## src/rtl/reg_port_arbiter.sv

```systemverilog
// Two-client arbiter for the register file's shared address/write port.
// Client 0 (core) has priority; client 1 (loader) gets one boosted grant after waiting STARVE_LIMIT cycles.
module reg_port_arbiter #(
    parameter int DW           = 8,
    parameter int AW           = 3,
    parameter int STARVE_LIMIT = 4
) (
    input  logic          Clk,
    input  logic          Reset_n,
    input  logic          Req0Valid,
    input  logic          Req0Wr,
    input  logic [AW-1:0] Req0Addr,
    input  logic [DW-1:0] Req0Data,
    output logic          Req0Ready,
    output logic          Rsp0Valid,
    output logic [DW-1:0] Rsp0Data,
    input  logic          Req1Valid,
    input  logic          Req1Wr,
    input  logic [AW-1:0] Req1Addr,
    input  logic [DW-1:0] Req1Data,
    output logic          Req1Ready,
    output logic          Rsp1Valid,
    output logic [DW-1:0] Rsp1Data,
    output logic [AW-1:0] RfRa,
    output logic          RfWen,
    output logic [DW-1:0] RfWdat,
    input  logic [DW-1:0] RfRdatA,
    output logic          Starved
);

    localparam int            CW    = $clog2(STARVE_LIMIT + 1);
    localparam logic [CW-1:0] LIMIT = CW'(STARVE_LIMIT);

    typedef enum logic {
        ST_NORMAL  = 1'b0,
        ST_STARVED = 1'b1
    } state_t;

    state_t        r_state;
    state_t        w_state_nxt;
    logic [CW-1:0] r_wait_cnt;
    logic [CW-1:0] w_wait_cnt_nxt;
    logic          w_grant0;
    logic          w_grant1;
    logic          r_rsp0_valid;
    logic          r_rsp1_valid;
    logic [DW-1:0] r_rsp0_data;
    logic [DW-1:0] r_rsp1_data;

    // Handshake: a request transfers in any cycle where ReqNValid & ReqNReady.
    // Ready depends combinationally on both Valids and the FSM state, is never
    // raised without its Valid, and at most one Ready is high per cycle.
    always_comb begin
        w_grant0 = 1'b0;
        w_grant1 = 1'b0;
        if (Reset_n) begin
            case (r_state)
                ST_STARVED: begin
                    w_grant1 = Req1Valid;
                    w_grant0 = Req0Valid & ~Req1Valid;
                end
                default: begin
                    w_grant0 = Req0Valid;
                    w_grant1 = Req1Valid & ~Req0Valid;
                end
            endcase
        end
    end

    always_comb begin
        w_wait_cnt_nxt = r_wait_cnt;
        if (!Req1Valid || w_grant1) begin
            w_wait_cnt_nxt = '0;
        end else if (r_wait_cnt != LIMIT) begin
            w_wait_cnt_nxt = r_wait_cnt + CW'(1);
        end
    end

    // The boost takes effect on the edge where the counter reaches the limit,
    // so client 1 is served on its (STARVE_LIMIT+1)-th waiting cycle.
    always_comb begin
        w_state_nxt = r_state;
        case (r_state)
            ST_NORMAL: begin
                if (w_wait_cnt_nxt == LIMIT) begin
                    w_state_nxt = ST_STARVED;
                end
            end
            ST_STARVED: begin
                if (!Req1Valid || w_grant1) begin
                    w_state_nxt = ST_NORMAL;
                end
            end
            default: w_state_nxt = ST_NORMAL;
        endcase
    end

    always_comb begin
        RfRa   = '0;
        RfWen  = 1'b0;
        RfWdat = '0;
        if (w_grant0) begin
            RfRa   = Req0Addr;
            RfWen  = Req0Wr;
            RfWdat = Req0Data;
        end else if (w_grant1) begin
            RfRa   = Req1Addr;
            RfWen  = Req1Wr;
            RfWdat = Req1Data;
        end
    end

    always_ff @(posedge Clk or negedge Reset_n) begin
        if (!Reset_n) begin
            r_state      <= ST_NORMAL;
            r_wait_cnt   <= '0;
            r_rsp0_valid <= 1'b0;
            r_rsp1_valid <= 1'b0;
            r_rsp0_data  <= '0;
            r_rsp1_data  <= '0;
        end else begin
            r_state      <= w_state_nxt;
            r_wait_cnt   <= w_wait_cnt_nxt;
            r_rsp0_valid <= w_grant0;
            r_rsp1_valid <= w_grant1;
            if (w_grant0) begin
                r_rsp0_data <= Req0Wr ? Req0Data : RfRdatA;
            end
            if (w_grant1) begin
                r_rsp1_data <= Req1Wr ? Req1Data : RfRdatA;
            end
        end
    end

    assign Req0Ready = w_grant0;
    assign Req1Ready = w_grant1;
    assign Rsp0Valid = r_rsp0_valid;
    assign Rsp1Valid = r_rsp1_valid;
    assign Rsp0Data  = r_rsp0_data;
    assign Rsp1Data  = r_rsp1_data;
    assign Starved   = (r_state == ST_STARVED);

endmodule
```

## config.mk

```make
export PLATFORM = sky130hd
export DESIGN_NAME = reg_port_arbiter
export DESIGN_NICKNAME = d
export VERILOG_FILES = /design/src/rtl/reg_port_arbiter.sv
export SDC_FILE = /design/constraint.sdc
export NUM_CORES = 1
export LEC_CHECK = 0
export BUFFER_PORTS_ARGS = -buffer_cell sky130_fd_sc_hd__buf_2
export CORE_ASPECT_RATIO = 1.25
export CORE_MARGIN = 2
export CORE_UTILIZATION = 45
export CTS_BUF_LIST = sky130_fd_sc_hd__clkbuf_8
export DETAILED_ROUTE_END_ITERATION = 8
export PLACE_DENSITY = 0.84
export SLEW_MARGIN = 20
export SYNTH_ARGS = -nofsm -noshare
export SYNTH_HDL_FRONTEND = slang
export SYNTH_SLANG_ARGS = --single-unit
```

## constraint.sdc

```tcl
create_clock -name Clk -period 1.73 [get_ports Clk]
set_clock_uncertainty 0.15 [all_clocks]
set_input_delay 0.2595 -clock Clk [delete_from_list [all_inputs] [get_ports Clk]]
set_output_delay 0.2595 -clock Clk [all_outputs]
set_load 0.005 [all_outputs]
```

==> impl_metrics.yaml, run 1 <==
synth:
  yosys_warnings: 0
  synth_compound_area_share_pct: 19.36
  avgSynthCellArea_um2: 11.68
  seq_area_frac_synth_pct: 45.31
  synth_most_common_cell: "dfrtp_1"
  yosys.area.top_type: "dfrtp_1"
  synthArstFlopShare_pct: 100.0
  synth_commonest_cells: "dfrtp_1 (22), mux2_2 (16), a22o_1 (12)"
  synth_top_area_share_pct: 45.31
  synth-seq-cells: 22
  synth.mux.area_fraction_pct: 21.42
  postSynthCellCount: 104
  synth-edff-count: 0
  synth_xor_area_share_pct: 0
  synth_flop_cell: "dfrtp_1"
  synth_top_family_by_area: "multiplexers"
  synth-simple-area-share_pct: 5.973
  syn-num-nets: 142
  mappedNetlistArea_mm2: 0.001215
  synth.area.top_cells: "dfrtp_1 (45%), mux2_2 (15%), a22o_1 (8.7%), mux2i_1 (6.6%), a31oi_1 (4.1%)"
  ys_types: 22
  synthAdderAreaFrac_pct: 2.060
power_and_ir_drop:
  p_leak_nw: 0.9040
  power_mw: 1.473
  vdd_drop_max_v: 0.0007223
  power.density_mw_per_mm2: 842.7
placed_design:
  hpwlAfterDp_mm: 2.355
  post-place-cells: 201
  placed_cell_area_mm2: 0.001580
  gp_congestion: 0.7148
  portBuffers: 68
timing:
  worst_slew_pin_slew_ns: 0.2477
  setup_viol: 12
  finalCriticalPeriod_ns: 1.779
  fmax_mhz: 562.2
  fin_crit_sh_pct: 102.8
  finalMaxSlewViolations: 0
  rsz0062_at_grt: "yes"
  hold_viol: 0
  layout_setup_ws_ns: -0.04873
  slew_headroom_pct: 83.34
floorplan:
  io_pins: 69
  dieArea_mm2: 0.003134
  initial_core_util_pct: 46.24
  dieHeight_um: 62.10
  fp.dieW_um: 50.48
  row_count: 21
  core_mm2: 0.002628
routing:
  wl_per_cell_um: 16.50
  ant_nets: 0
  viasPerCell: 5.509
  drc_errors: 0
  drt_first_pass_iters: 4
  wirelength_mm: 3.530
  drtIter0Drc: 34
  vias: 1179
global_route:
  grt_pass1_wl_mm: 5.085
  antenna_found_initial: 0
  grt_use_total_pct: 22.69
  grt_overflow: 0
  grt_pass1_vias: 1108
  grt_start_max_net_pins: 23
worst_setup_path:
  worst-path-max-fanout: 6
  r2r_start: "Starved"
  crit_chain: "nand2b_4, and3_4, a22o_1, buf_2"
  cp-endpoint: "RfRa[0]"
  critPathLaunchType: "register"
  cp.buffers_inverters: 1
  crit_arrival_ns: 1.37
  reg2reg_depth: 5
  crit_type: "register to output pin"
  crit_required_ns: 1.32
  crit_cells: 4
  r2r-end: "Starved"
  r2r_slack_ns: 0.26
  cpLargestDelayFamily: "flip-flops"
  crit_path_end_kind: "output pin"
  crit_slowest_cell: "dfrtp_1"
  critical-path-max-stage-delay_ns: 0.40
  cp-startpoint: "Starved"
cts:
  clockRootBuffer: "clkbuf_8"
  cts.sink_count: 22
  tritoncts: "built"
  cts_max_level: 1
  clockBufferDepth: 2
  cts_made_buffers: 3
  clock_latency_ns: 0.26
  path_clk_slew_ns: 0.08
layout:
  n_antenna_cell: 0
  fill_cells: 217
  stdcell_count: 214
  post-route-util_pct: 66.52
  final_area_mm2: 0.001748
  syn_to_final_growth_pct: 43.87
  multiInputGateArea_um2: 630.6
  nets: 219
  regArea_um2: 550.5
  drive_gt1_share_pct: 57.78
run_status:
  failed_checks: "setup timing"
  status: "finished, violations left"
flow_run:
  maxCapViolCount: 0
hold_path:
  hp-class: "input port to register"
[stage by stage]
stage	hold slack (ns)	setup slack (ns)	setup TNS, ns
finish	0.1756	-0.04873	-0.2156
CTS	0.1796	-0.02950	-0.1192
detailed placement	-0.08424	0.1571	0
global placement	-0.08538	0.2006	0
global route	0.1893	-0.1023	-0.9468
floorplan	-0.1861	0.1454	0
[layout make-up]
class / instances / share of cell area [%]
clock buffers: 3 / 2.362
clock inverters: 1 / 1.718
inverters: 2 / 0.4295
multi-input cells: 73 / 36.08
flip-flops and latches: 22 / 31.50
well taps: 34 / 2.434
repair buffers: 79 / 25.48
[power breakdown]
| group | switching [mW] | internal [mW] | leakage, nW |
|---|---|---|---|
| sequential | 0.0390 | 0.586 | 0.262 |
| combinational | 0.170 | 0.198 | 0.606 |
| clock | 0.171 | 0.309 | 0.0357 |
[cells by family (layout without fill, tap and decap cells)]
family,Yosys count,after routing
AO/OA/AOI/OAI,33,33
adder cells (fa/ha/maj),2,2
flip-flops,22,22
AND/OR/NAND/NOR,12,14
buffers and inverters,11,85
multiplexers,24,24
[repair_timing]
item,CTS,global route
hold buffers,1,0
hold endpoints to repair,22,0
resized for setup,3,3
cloned,2,0
setup buffers,5,1
pin swaps,1,3
setup endpoints to repair,13,17
[per-layer routing]
| metal | GRT usage, % | vias up | wire length (um) |
|---|---|---|---|
| met3 | 4.785 | 10 | 249 |
| met2 | 41.54 | 55 | 1953 |
| met1 | 25.00 | 557 | 1227 |
| met4 | 12.36 | 0 | 99 |
| met5 | 0 | - | 0 |
| li1 | - | 557 | - |
[sequential cells by signal (all words and copies together), names as in the netlist]
register    flops
Rsp0Data        8
Rsp1Data        8
r_wait_cnt      3
Rsp0Valid       1
Rsp1Valid       1
Starved         1
[worst reg2reg max path: cells and delay by family, from the launching register on]
kind | cells | cell delay [ns]
AO/OA/AOI/OAI | 2 | 0.39
flip-flops | 1 | 0.40
buffers and inverters | 2 | 0.30
AND/OR/NAND/NOR | 1 | 0.17
[worst min path at each step]
stage,from,to,slack (ns),cells past startpoint
global route,RfRdatA[5],Rsp1Data[5],0.19,3
global placement,Reset_n,Starved,-0.09,1
finish,RfRdatA[5],Rsp1Data[5],0.18,3
floorplan,Reset_n,Rsp0Data[0],-0.19,0
CTS,RfRdatA[5],Rsp1Data[5],0.18,3
detailed placement,Reset_n,Starved,-0.08,1
[cell usage in the layout, fill, tap and decap left out, drive strengths merged]
cell type,netlist,routed
buf,8,78
dfrtp,22,22
mux2,16,16
a22o,12,12
a21oi,9,9
mux2i,8,8
a31oi,8,8
nand2,4,4
and3,1,3
clkbuf,1,3
inv,2,2
nand3b,2,2
ha,2,2
nand2b,2,2
nor2,1,1
a21boi,1,1
and3b,1,1
and2,1,1
o211a,1,1
o31ai,1,1
o311a,1,1
bufinv,0,1
dlygate4sd3,0,1
Power figures use the tool's default switching activity.
==> run 2, diff against run 1 <==
--- a/config.mk
+++ b/config.mk
@@ -5,6 +5,7 @@
 export SDC_FILE = /design/constraint.sdc
 export NUM_CORES = 1
 export LEC_CHECK = 0
+export ABC_AREA = 1
 export BUFFER_PORTS_ARGS = -buffer_cell sky130_fd_sc_hd__buf_2
 export CORE_ASPECT_RATIO = 1.25
 export CORE_MARGIN = 2
==> run 2 against run 1 <==
- the flow still finishes with violations (setup timing)
- first-iteration DRC count grew 41%
- clock power shrank 35%
- cell area grew 5.6%
- via count grew 21%
- sequential share of layout area shrank 1.7 points
- sequential cell count is the same
- global-route usage shrank 0.70 points
- die area shrank 3.1%
- register-to-register slack lost 0.12 ns
- hold slack lost 0.068 ns
- critical endpoint is now RfWdat[1]
- largest cell class unchanged
==> impl_metrics.yaml, run 2 <==
layout:
  post-route-util_pct: 75.26
  final_cell_mix: "buf_2 (65), nand2_1 (47), dfrtp_1 (22), inv_1 (16), o21ai_0 (16)"
  stdcell_count: 275
  nets: 282
  drive_gt1_share_pct: 45.87
  final_area_mm2: 0.001846
  final_common_cell: "buf_2"
  syn_to_final_growth_pct: 57.08
  n_antenna_cell: 0
synth:
  postSynthCellCount: 162
  synth_flop_cell: "dfrtp_1"
  synth_top_area_share_pct: 46.86
  synth.area.top_cells: "dfrtp_1 (47%), nand2_1 (20%), o21ai_0 (10%), inv_1 (5.8%), a31oi_1 (4.8%)"
  seq_area_frac_synth_pct: 46.86
  synth-edff-count: 0
  mappedNetlistArea_mm2: 0.001175
  yosys_warnings: 0
  yosys.area.top_type: "dfrtp_1"
  avgSynthCellArea_um2: 7.252
  ys_types: 15
  synth_most_common_cell: "nand2_1"
  synth-seq-cells: 22
  syn-num-nets: 200
  synthArstFlopShare_pct: 100.0
  synth_commonest_cells: "nand2_1 (63), o21ai_0 (24), dfrtp_1 (22)"
worst_setup_path:
  crit_arrival_ns: 1.39
  crit_slowest_cell: "dfrtp_1"
  crit_path_end_kind: "output pin"
  worst-path-max-fanout: 8
  crit_type: "register to output pin"
  critPathLaunchType: "register"
  crit_required_ns: 1.32
  critical-path-max-stage-delay_ns: 0.40
  crit_chain: "nand2_1, inv_2, nor2_4, buf_12, nand2_2, o21ai_1, buf_2"
placed_design:
  portBuffers: 68
  placed_cell_area_mm2: 0.001555
  hpwlAfterDp_mm: 2.447
  gp_congestion: 0.7837
  post-place-cells: 259
routing:
  ant_nets: 0
  wl_per_cell_um: 14.79
  drc_errors: 0
  viasPerCell: 5.193
  wirelength_mm: 4.067
  vias: 1428
  drt_first_pass_iters: 5
  drtIter0Drc: 48
floorplan:
  dieArea_mm2: 0.003038
  dieHeight_um: 61.13
  core_mm2: 0.002452
  io_pins: 69
  initial_core_util_pct: 47.91
  fp.dieW_um: 49.70
  row_count: 20
power_and_ir_drop:
  power.density_mw_per_mm2: 740.4
  p_leak_nw: 1.039
  vdd_drop_max_v: 0.0007017
timing:
  rsz0062_at_grt: "yes"
  fmax_mhz: 554.9
  setup_viol: 12
  finalCriticalPeriod_ns: 1.802
  layout_setup_ws_ns: -0.07215
  worst_slew_pin_slew_ns: 0.2769
  slew_headroom_pct: 81.52
  finalMaxSlewViolations: 0
  fin_crit_sh_pct: 104.2
  hold_viol: 0
cts:
  cts_made_buffers: 3
  path_clk_slew_ns: 0.08
  cts_max_level: 1
  cts.sink_count: 22
  clockBufferDepth: 2
  clock_latency_ns: 0.26
  tritoncts: "built"
  clockRootBuffer: "clkbuf_8"
flow_run:
  maxCapViolCount: 0
global_route:
  grt_pass1_vias: 1140
  grt_start_max_net_pins: 18
  grt_use_total_pct: 21.99
  grt_pass1_wl_mm: 5.037
  grt_overflow: 0
  antenna_found_initial: 0
run_status:
  status: "finished, violations left"
  failed_checks: "setup timing"
hold_path:
  hp-class: "input port to register"
run 2: final timing paths:
check | start | endpoint | slack [ns] | cells after the start
max | Starved | RfWdat[1] | -0.07 | 7
max reg2reg | Starved | Rsp1Data[5] | 0.14 | 9
min in group asynchronous | Reset_n | Starved | 0.40 | 3
min reg2reg | Rsp1Data[5] | Rsp1Data[5] | 0.34 | 2
min | Req0Data[3] | Rsp0Data[3] | 0.11 | 3
max in group asynchronous | Reset_n | Rsp1Data[0] | 0.84 | 3
run 2: layout make-up:
| class | instances | area (um2) |
|---|---|---|
| Tap cell | 33 | 41.29 |
| Multi-Input combinational cell | 114 | 600.6 |
| Sequential cell | 22 | 550.5 |
| Fill cell | 195 | 606.8 |
| Timing Repair Buffer | 85 | 544.3 |
| Clock buffer | 3 | 41.29 |
| Inverter | 18 | 67.56 |
run 2: cells by family (layout without fill, tap and decap cells):
kind of cell | after synthesis | after routing | share of synthesized area, %
AOI/OAI and AO/OA | 34 | 34 | 15.44
buffers and inverters | 26 | 106 | 9.691
adders and majority gates | 2 | 2 | 2.130
and+or+nand+nor | 78 | 78 | 25.88
DFF | 22 | 22 | 46.86
run 2: power by group:
group,switching (mW),internal [mW]
Combinational,0.215,0.200
Sequential,0.0474,0.590
Clock,0.159,0.155
run 2: per-stage QoR:
stage / setup TNS (ns) / power [mW] / hold WS, ns / setup WS [ns]
after floorplan: 0 / 0.7966 / -0.1861 / 0.3164
after global placement: 0 / 0.9695 / 0.09032 / 0.1468
after detailed placement: 0 / 0.9794 / 0.09548 / 0.1096
after CTS: 0 / 1.307 / 0.1028 / 0.002856
after global routing: -1.392 / 1.437 / 0.1179 / -0.1409
final: -0.6700 / 1.366 / 0.1076 / -0.07215
run 2: repair_timing:
| item | in CTS | in global routing |
|---|---|---|
| gates cloned | 1 | 1 |
| gates resized for setup | 4 | 36 |
| hold buffers | 1 | 0 |
| setup buffers | 3 | 7 |
| pin swaps | 1 | 7 |
| endpoints found under the hold margin | 22 | 0 |
| setup endpoints to repair | 13 | 12 |
run 2: worst max-delay path, delay by kind of cell, from the launching register on:
kind	cells	cell delay [ns]
DFF	1	0.40
and+or+nand+nor	3	0.32
buffers and inverters	3	0.34
AOI/OAI and AO/OA	1	0.07
run 2: per-layer routing:
layer	vias to the layer above	GRT usage (%)	routed length (um)
met2	88	38.48	2125
met3	7	4.369	346
li1	674	-	-
met4	0	7.143	55
met1	659	27.76	1539
met5	-	0	0
